File: src/rtl/hvsync_lock_supervisor.sv
// Lock supervisor for the gen_hvconts H/V counter generator: holds it in reset, watches sync
// against hcont/vcont, forces relock on persistent drift. Optional: HVSUP_RELOCK_STATS_EN.
`timescale 1ns/1ps

module hvsync_lock_supervisor #(
    parameter int unsigned MISS_LIMIT    = 3,
    parameter int unsigned STABLE_FRAMES = 4,
    parameter int unsigned RELOCK_HOLD   = 16,
    parameter int unsigned HTOL          = 1,
    parameter int unsigned LOCK_TIMEOUT  = 1048575
) (
    input  logic        clk,
    input  logic        reset_n,
    input  logic        clken,
    input  logic        hs_n,
    input  logic        vs_n,
    input  logic [10:0] hcont,
    input  logic [10:0] vcont,
    input  logic        locked,
    output logic        cnt_reset_n,
    output logic        frame_start,
    output logic        stable,
    output logic [11:0] htotal_meas,
    output logic [11:0] vtotal_meas
`ifdef HVSUP_RELOCK_STATS_EN
    ,
    output logic [7:0]  relock_count
`endif
);

    localparam logic [7:0]  HOLD_INIT = 8'(RELOCK_HOLD);
    localparam logic [19:0] TO_LAST   = 20'(LOCK_TIMEOUT - 1);
    localparam logic [3:0]  MISS_LIM  = 4'(MISS_LIMIT);
    localparam logic [3:0]  STABLE_N  = 4'(STABLE_FRAMES);
    localparam logic [11:0] HTOL_W    = 12'(HTOL);

    typedef enum logic [1:0] {
        S_HOLD,
        S_WAIT_LOCK,
        S_TRACK
    } state_t;

    state_t      state;
    logic [7:0]  hold_cnt;
    logic [19:0] to_cnt;
    logic        hs_prev;
    logic        vs_prev;
    logic [10:0] hc_prev;
    logic [10:0] vc_prev;
    logic [10:0] href;
    logic [10:0] vref;
    logic        href_valid;
    logic        vref_valid;
    logic        skip_first;
    logic        vs_seen;
    logic        frame_bad;
    logic [3:0]  miss;
    logic [3:0]  good;

    logic        posedge_hs;
    logic        posedge_vs;
    logic        fs_tick;
    logic [11:0] h_abs;
    logic [11:0] h_wrap;
    logic [11:0] h_dev;
    logic        hs_mismatch;
    logic        vs_mismatch;
    logic        frame_is_bad;
    logic [3:0]  miss_inc;
    logic [3:0]  good_inc;
    logic        enter_hold;

    always_comb begin
        posedge_hs = clken & ~hs_prev & hs_n;
        posedge_vs = clken & ~vs_prev & vs_n;
        fs_tick    = (state == S_TRACK) && clken && (hcont == '0) && (vcont == '0);
    end

    // hs phase error is taken modulo the measured line length so a reference near the
    // line wrap does not look like a full-line error.
    always_comb begin
        h_abs  = '0;
        h_wrap = '0;
        if (hcont >= href)
            h_abs = {1'b0, hcont} - {1'b0, href};
        else
            h_abs = {1'b0, href} - {1'b0, hcont};
        h_wrap = htotal_meas - h_abs;
        h_dev  = h_abs;
        if ((htotal_meas != '0) && (h_abs < htotal_meas) && (h_wrap < h_abs))
            h_dev = h_wrap;
    end

    always_comb begin
        hs_mismatch  = posedge_hs && href_valid && (h_dev > HTOL_W);
        vs_mismatch  = posedge_vs && vref_valid && (vcont != vref);
        frame_is_bad = frame_bad || hs_mismatch || vs_mismatch || (!skip_first && !vs_seen);
        miss_inc     = (miss == 4'hF) ? miss : miss + 4'd1;
        good_inc     = (good == 4'hF) ? good : good + 4'd1;
    end

    always_comb begin
        enter_hold = 1'b0;
        if ((state == S_WAIT_LOCK) && !locked && clken && (to_cnt == TO_LAST))
            enter_hold = 1'b1;
        if ((state == S_TRACK) && !locked)
            enter_hold = 1'b1;
        if (fs_tick && !skip_first && frame_is_bad && (miss_inc == MISS_LIM))
            enter_hold = 1'b1;
    end

    always_ff @(posedge clk or negedge reset_n) begin
        if (!reset_n) begin
            state       <= S_HOLD;
            hold_cnt    <= HOLD_INIT;
            to_cnt      <= '0;
            cnt_reset_n <= 1'b0;
            frame_start <= 1'b0;
            stable      <= 1'b0;
            htotal_meas <= '0;
            vtotal_meas <= '0;
            hs_prev     <= 1'b1;
            vs_prev     <= 1'b1;
            hc_prev     <= '0;
            vc_prev     <= '0;
            href        <= '0;
            vref        <= '0;
            href_valid  <= 1'b0;
            vref_valid  <= 1'b0;
            skip_first  <= 1'b0;
            vs_seen     <= 1'b0;
            frame_bad   <= 1'b0;
            miss        <= '0;
            good        <= '0;
        end else begin
            frame_start <= 1'b0;
            if (clken) begin
                hs_prev <= hs_n;
                vs_prev <= vs_n;
                hc_prev <= hcont;
                vc_prev <= vcont;
            end

            unique case (state)
                S_HOLD: begin
                    hold_cnt <= hold_cnt - 8'd1;
                    if (hold_cnt == 8'd1) begin
                        cnt_reset_n <= 1'b1;
                        to_cnt      <= '0;
                        state       <= S_WAIT_LOCK;
                    end
                end

                S_WAIT_LOCK: begin
                    if (locked) begin
                        miss       <= '0;
                        good       <= '0;
                        href_valid <= 1'b0;
                        vref_valid <= 1'b0;
                        skip_first <= 1'b1;
                        vs_seen    <= 1'b0;
                        frame_bad  <= 1'b0;
                        state      <= S_TRACK;
                    end else if (clken) begin
                        to_cnt <= to_cnt + 20'd1;
                    end
                end

                S_TRACK: begin
                    if (locked && clken) begin
                        if (posedge_hs && !href_valid) begin
                            href       <= hcont;
                            href_valid <= 1'b1;
                        end
                        if (posedge_vs && !vref_valid) begin
                            vref       <= vcont;
                            vref_valid <= 1'b1;
                        end
                        if ((hcont == '0) && (hc_prev != '0))
                            htotal_meas <= {1'b0, hc_prev} + 12'd1;
                        if ((vcont == '0) && (vc_prev != '0))
                            vtotal_meas <= {1'b0, vc_prev} + 12'd1;

                        // Errors seen on the frame_start tick itself are folded into
                        // frame_is_bad, so they close out the finishing frame.
                        if (fs_tick) begin
                            frame_start <= 1'b1;
                            vs_seen     <= posedge_vs;
                            frame_bad   <= 1'b0;
                            if (skip_first) begin
                                skip_first <= 1'b0;
                            end else if (frame_is_bad) begin
                                miss   <= miss_inc;
                                good   <= '0;
                                stable <= 1'b0;
                            end else begin
                                miss <= '0;
                                good <= good_inc;
                                if (good_inc >= STABLE_N)
                                    stable <= 1'b1;
                            end
                        end else begin
                            if (posedge_vs)
                                vs_seen <= 1'b1;
                            if (hs_mismatch || vs_mismatch)
                                frame_bad <= 1'b1;
                        end
                    end
                end

                default: state <= S_HOLD;
            endcase

            if (enter_hold) begin
                state       <= S_HOLD;
                hold_cnt    <= HOLD_INIT;
                cnt_reset_n <= 1'b0;
                stable      <= 1'b0;
            end
        end
    end

`ifdef HVSUP_RELOCK_STATS_EN
    always_ff @(posedge clk or negedge reset_n) begin
        if (!reset_n)
            relock_count <= '0;
        else if (enter_hold && (relock_count != 8'hFF))
            relock_count <= relock_count + 8'd1;
    end
`endif

endmodule
File: config.mk
export PLATFORM = sky130hd
export DESIGN_NAME = hvsync_lock_supervisor
export DESIGN_NICKNAME = d
export VERILOG_FILES = /design/src/rtl/hvsync_lock_supervisor.sv
export SDC_FILE = /design/constraint.sdc
export NUM_CORES = 1
export LEC_CHECK = 0
export CORE_ASPECT_RATIO = 0.5
export CORE_MARGIN = 2
export CORE_UTILIZATION = 45
export DETAILED_ROUTE_END_ITERATION = 16
export SLEW_MARGIN = 25
export SYNTH_ARGS = -nofsm -noshare
export SYNTH_HDL_FRONTEND = slang
export SYNTH_SLANG_ARGS = --single-unit
File: constraint.sdc
create_clock -name clk -period 8.3 [get_ports clk]
set_clock_uncertainty 0.1 [all_clocks]
set_input_delay 1.66 -clock clk [delete_from_list [all_inputs] [get_ports clk]]
set_output_delay 1.66 -clock clk [all_outputs]
set_load 0.02 [all_outputs]
==> flow_metrics.py, run 1 <==
metrics = {
    "outcome": {
        "outcome": "finished clean",
    },
    "place": {
        "hpwl_um": 14920,
        "gp_congestion": 0.8892,
        "portBuffers": 54,
        "post-place-cells": 1191,
    },
    "floorplan": {
        "start_util": 0.4647,
        "row_count": 33,
        "core_sq_um": 16520,
        "die_h_um": 96.35,
        "ioPinCount": 55,
        "die_area_sq_um": 18180,
        "die_w_um": 188.7,
    },
    "cts": {
        "clkTransAtPathRegs_ns": 0.06,
        "cts_sinks": 116,
        "insertion_delay_ns": 0.41,
        "cts_buffers": 17,
        "htree_levels": 4,
        "cts_tree": "done",
        "root_buffer": "clkbuf_16",
        "clk_path_buf_depth": 2,
    },
    "yosys": {
        "syn_area_per_cell_sq_um": 9.214,
        "synthArstFlopShare": 1.000,
        "synthXorXnorAreaFrac": 0.08053,
        "synthSimpleGateAreaFrac": 0.1901,
        "synth.top_cells.by_count": "dfrtp_1 (113), nand2_1 (73), o21ai_0 (62)",
        "yosysMostFrequentCell": "dfrtp_1",
        "synth.top_cells.by_area": "dfrtp_1 (37%), ha_1 (8.6%), mux2_2 (5.1%)",
        "synth_top_area_share": 0.3684,
        "synth_mux_area_frac": 0.06048,
        "syn-cell-area_sq_um": 7675,
        "synthAdderAreaFrac": 0.09162,
        "ys.flop_type": "dfrtp_1",
        "ys_ff_latch": 116,
        "synth_compound_area_frac": 0.1594,
        "synth_top_cell_by_area": "dfrtp_1",
        "synth.distinct_cells": 70,
        "synthCells": 833,
        "synth_warnings": 0,
        "synth-seq-area-share": 0.3787,
        "syn_nets": 916,
        "synth_edf_count": 0,
        "synth_top_family_by_area": "simple AND/OR/NAND/NOR gates",
    },
    "timing": {
        "layout_min_cycle_time_ns": 7.997,
        "timing_hold_violations_final": 0,
        "hold_ws_ns": 0.3758,
        "worstMarginPinSlew_ns": 0.8593,
        "finalMaxSlewViolations": 0,
        "setup_viol": 0,
        "relSlewSlack": 0.4250,
        "tns_ns": 0,
        "max_clock_freq_mhz": 125.0,
        "period_share": 0.9636,
    },
    "route": {
        "vias": 6614,
        "routed_via_density": 5.355,
        "antenna_left": 0,
        "wl_met3_um": 672,
        "highest_layer": "met4",
        "wl_met2_um": 9346,
        "first_pass_iters": 5,
        "drc": 0,
        "wl_per_cell_um": 16.03,
        "wirelength_um": 19800,
        "wl_met1_um": 9548,
        "drt-initial-drc-count": 431,
    },
    "flow_run": {
        "maxCapViolCount": 0,
    },
    "global_route": {
        "grt-ovfl-total": 0,
        "antenna_found_initial": 0,
        "grt_pass1_vias": 6418,
        "grt_use_total": 0.2238,
        "grt_pass1_wl_um": 32050,
        "grt_start_max_net_pins": 65,
    },
    "final_layout": {
        "nNetsFinal": 1078,
        "nFillCells": 1437,
        "finalNonFillerCells": 1235,
        "areaGrowthSynthToFinish_pct": 35.36,
        "multiInputGateArea_sq_um": 4868,
        "seq_area_sq_um": 2907,
        "antenna_cells": 0,
        "final_core_util": 0.6290,
        "drive_gt1_frac": 0.2569,
    },
    "critical_path": {
        "cpPeakStageDelay_ns": 0.56,
        "reg2reg_depth": 35,
        "critPathMaxFanout": 11,
        "cp-end-kind": "register",
        "worst_setup_path_start_kind": "primary input",
        "crit_type": "in2reg",
        "cp_data_required_time_ns": 8.49,
        "cp.arrival_ns": 8.19,
        "cpMostUsedCell": "buf_4",
        "slowest_stage": "or4_1",
    },
    "pwr": {
        "ir_drop_mv": 0.1662,
        "power.density_nw_per_um2": 304.5,
        "p_total_w": 0.003164,
        "power_leakage_nw": 4.793,
    },
    "min_path": {
        "hold_depth": 2,
        "hold_class": "reg2reg",
    },
}
cells in the final DEF, fill, tap and decap left out, types with 5 or more instances in the layout:
| master | synthesis | final |
|---|---|---|
| dfrtp_1 | 113 | 113 |
| buf_4 | 0 | 110 |
| nand2_1 | 73 | 70 |
| o21ai_0 | 62 | 61 |
| nor2_1 | 57 | 55 |
| inv_1 | 55 | 46 |
| clkdlybuf4s50_1 | 0 | 42 |
| ha_1 | 53 | 41 |
| xor2_1 | 40 | 39 |
| mux2_2 | 35 | 35 |
| nand3_1 | 33 | 33 |
| a21oi_1 | 33 | 29 |
| xnor2_1 | 28 | 24 |
| clkbuf_16 | 0 | 17 |
| nor3_1 | 18 | 16 |
| nand4_1 | 15 | 15 |
| nor2b_1 | 15 | 15 |
| a21o_1 | 13 | 13 |
| nor4_1 | 15 | 13 |
| and3_1 | 14 | 12 |
| nand2b_1 | 11 | 11 |
| a31oi_1 | 11 | 10 |
| or3_1 | 10 | 10 |
| dlymetal6s2s_1 | 0 | 10 |
| inv_2 | 0 | 9 |
| ha_4 | 0 | 9 |
| bufinv_16 | 0 | 7 |
| o21a_1 | 6 | 6 |
| a211oi_1 | 10 | 6 |
| or4_1 | 6 | 6 |
| clkinv_4 | 0 | 6 |
| o211ai_1 | 5 | 5 |
power by group:
part	total, W	switching (W)	internal, W
sequential	0.000718	0.0000772	0.000641
combinational	0.00158	0.000789	0.000788
clock	0.000869	0.000273	0.000596
routing by layer:
metal	vias to the layer above	track usage
li1	3310	-
met1	3186	0.2953
met3	19	0.04047
met4	0	0.06250
met5	-	0
met2	99	0.3827
worst max-delay path: cells and delay by family:
| kind | cells | cell delay, ns |
|---|---|---|
| compound gates | 12 | 2.13 |
| fa+ha+maj | 4 | 1.07 |
| simple gates | 10 | 1.71 |
| mux | 1 | 0.39 |
| buf+inv | 8 | 1.05 |
| xor+xnor | 1 | 0.15 |
repair_timing:
action | CTS | global route
hold buffers | 0 | 0
hold endpoints to repair | 0 | 0
pin swaps | 5 | 28
setup endpoints to repair | 17 | 19
setup buffers | 4 | 8
gates resized for setup | 10 | 80
registers in the layout (all words and copies together), names as in the netlist, 2 cells and up:
name,count
good,4
hc_prev,11
hold_cnt,8
href,11
htotal_meas,12
miss,4
state,2
to_cnt,20
vc_prev,11
vref,11
vtotal_meas,12
path summary, 6_finish.rpt:
path,from,slack [ns],end
hold / removal,vtotal_meas[7],0.38,vtotal_meas[7]
setup reg to reg,href[0],1.30,miss[0]
min in group asynchronous,reset_n,1.22,vref[8]
hold reg to reg,vtotal_meas[7],0.38,vtotal_meas[7]
max in group asynchronous,reset_n,5.65,hc_prev[6]
setup / recovery,hcont[0],0.30,miss[0]
cell families (layout without fill, tap and decap cells):
group | Yosys count | in the layout
adders and majority gates | 55 | 55
AOI/OAI and AO/OA | 184 | 184
xor gates and xnor gates | 69 | 69
muxes | 42 | 42
buffers and inverters | 78 | 253
and+or+nand+nor | 289 | 289
DFF | 116 | 116
metrics by stage:
step	cell area [sq um]	setup slack, ns
2_1_floorplan	7675	0.2878
3_3_place_gp	9171	-0.3145
3_5_place_dp	9178	-0.5518
4_1_cts	9941	0.007004
5_1_grt	10390	-0.05387
6_report	10390	0.3025
cell type report:
cell class              count  area share
multi-input cells         639      0.4686
flip-flops and latches    116      0.2798
repair buffers            166      0.1366
clock buffers              17     0.04095
well taps                 227     0.02734
clock inverters            15     0.02686
inverters                  55     0.01987
Power figures use the tool's default switching activity.
==> inputs of run 2 (changes only) <==
--- a/config.mk
+++ b/config.mk
@@ -9,6 +9,7 @@
 export CORE_MARGIN = 2
 export CORE_UTILIZATION = 45
 export DETAILED_ROUTE_END_ITERATION = 16
+export HOLD_SLACK_MARGIN = 0.12
 export SLEW_MARGIN = 25
 export SYNTH_ARGS = -nofsm -noshare
 export SYNTH_HDL_FRONTEND = slang
==> constraint.sdc (replaced) <==
create_clock -name clk -period 8.7 [get_ports clk]
set_clock_uncertainty 0.1 [all_clocks]
set_input_delay 1.74 -clock clk [delete_from_list [all_inputs] [get_ports clk]]
set_output_delay 1.74 -clock clk [all_outputs]
set_load 0.02 [all_outputs]
==> flow_metrics.py, run 2 (synthesis gave the netlist of run 1 again) <==
metrics = {
    "outcome": {
        "outcome": "finished clean",
    },
    "final_layout": {
        "largest_reg_flops": 20,
        "final_common_cell": "dfrtp_1",
        "antenna_cells": 0,
        "largest_registers": "to_cnt x20, htotal_meas x12, vtotal_meas x12",
        "nFillCells": 1457,
        "areaGrowthSynthToFinish_pct": 25.76,
        "final_cell_mix": "dfrtp_1 (113), nand2_1 (73), o21ai_0 (62), buf_4 (62), nor2_1 (56)",
        "drive_gt1_frac": 0.1741,
        "max_flop_register": "to_cnt",
        "fin_area_sq_um": 9652,
        "nNetsFinal": 1029,
        "final_core_util": 0.5844,
    },
    "critical_path": {
        "cp_data_required_time_ns": 8.94,
        "crit_family": "compound AO/OA/AOI/OAI gates",
        "cp-end-kind": "register",
        "cpPeakStageDelay_ns": 0.48,
        "critPathMaxFanout": 5,
        "slowest_stage": "clkdlybuf4s50_1",
        "crit_type": "in2reg",
        "worst_setup_path_start_kind": "primary input",
        "timing.critical_path.buf_inv": 4,
        "cp.arrival_ns": 8.58,
        "cpMostUsedCell": "a21o_1",
    },
    "floorplan": {
        "die_area_sq_um": 18180,
        "row_count": 33,
        "core_sq_um": 16520,
        "die_w_um": 188.7,
        "die_h_um": 96.35,
        "start_util": 0.4647,
        "ioPinCount": 55,
    },
    "route": {
        "wirelength_um": 18730,
        "antenna_left": 0,
        "routed_via_density": 5.392,
        "drt-initial-drc-count": 375,
        "wl_per_cell_um": 15.79,
        "vias": 6395,
        "drc": 0,
        "first_pass_iters": 4,
    },
    "place": {
        "place_area_sq_um": 8842,
        "place_ws_ns": -0.1276,
        "gp_congestion": 0.8679,
        "hpwl_um": 14210,
        "portBuffers": 54,
    },
    "global_route": {
        "grt_start_max_net_pins": 64,
        "antenna_found_initial": 0,
        "grt_pass1_vias": 6182,
        "grt-ovfl-total": 0,
        "grt_use_total": 0.2138,
        "grt_pass1_wl_um": 30590,
    },
    "cts": {
        "cts_buffers": 17,
        "clkTransAtPathRegs_ns": 0.06,
        "root_buffer": "clkbuf_16",
        "htree_levels": 4,
        "insertion_delay_ns": 0.42,
        "clk_path_buf_depth": 2,
        "cts_tree": "done",
        "cts_sinks": 116,
    },
    "pwr": {
        "power_leakage_nw": 4.426,
        "ir_drop_mv": 0.1627,
        "power.density_nw_per_um2": 277.2,
    },
    "timing": {
        "timing_hold_violations_final": 0,
        "setup_viol": 0,
        "worstMarginPinSlew_ns": 0.9122,
        "relSlewSlack": 0.3896,
        "finalMaxSlewViolations": 0,
        "worst_slack_ns": 0.3606,
        "hold_ws_ns": 0.3752,
        "max_clock_freq_mhz": 119.9,
        "tns_ns": 0,
        "period_share": 0.9586,
        "layout_min_cycle_time_ns": 8.339,
    },
    "min_path": {
        "hold_class": "reg2reg",
    },
    "flow_run": {
        "maxCapViolCount": 0,
    },
}
==> run 2: cell types whose count changed in the layout (fill, tap and decap cells not counted), sizes merged, moves of 4 or more <==
cell	before	now
buf	113	63
dlymetal6s2s	10	2
clkbuf	18	22
bufinv	7	3
clkdlybuf4s50	42	51
==> run 2: cell type report <==
class                      count  area, sq um  share of cell area
clock buffer                  22        484.2             0.05017
clock inverter                10        127.6             0.01322
inverter                      55        206.4             0.02139
multi-input combinational    639         4619              0.4786
sequential                   116         2907              0.3011
tap                          227        284.0             0.02943
timing repair buffer         117         1023              0.1060
==> run 2: worst paths after layout <==
| path | from | end | slack, ns | cells past startpoint |
|---|---|---|---|---|
| setup / recovery | hcont[10] | hold_cnt[4] | 0.36 | 32 |
| hold / removal | vtotal_meas[5] | vtotal_meas[5] | 0.38 | 2 |
| setup reg to reg | href[0] | hold_cnt[4] | 1.81 | 32 |
| hold reg to reg | vtotal_meas[5] | vtotal_meas[5] | 0.38 | 2 |
| max in group asynchronous | reset_n | to_cnt[17] | 5.96 | 2 |
| min in group asynchronous | reset_n | vref[6] | 1.26 | 1 |
==> run 2: metal layers <==
| metal | wire, um | GRT usage | up-vias |
|---|---|---|---|
| met5 | 0 | 0 | - |
| met4 | 299 | 0.06771 | 0 |
| met3 | 602 | 0.03755 | 24 |
| met2 | 8680 | 0.3612 | 95 |
| met1 | 9145 | 0.2833 | 3066 |
| li1 | - | - | 3210 |
==> run 2: what timing repair did <==
| action | in CTS | in global routing |
|---|---|---|
| hold endpoints to repair | 0 | 0 |
| hold buffers | 0 | 0 |
| setup buffers | 0 | 5 |
| setup endpoints to repair | 0 | 19 |
| gates resized for setup | 0 | 31 |
==> run 2: worst register-to-register path: cells and delay by family (launching register included) <==
kind,cells,cell delay [ns]
flops,1,0.36
simple gates,10,2.11
xor+xnor,2,0.38
buf+inv,5,0.64
compound gates,11,2.11
fa+ha+maj,4,1.09
==> run 2: power by group <==
part	internal [W]	switching [W]
clock network	0.000477	0.000239
registers	0.000612	0.0000660
logic	0.000602	0.000680
==> run 2: metrics by stage <==
step	power (W)	cells
floorplan	0.001465	833
global placement	0.001862	1148
detailed placement	0.001872	1148
CTS	0.002601	1180
global route	0.002860	1186
finish	0.002675	1186
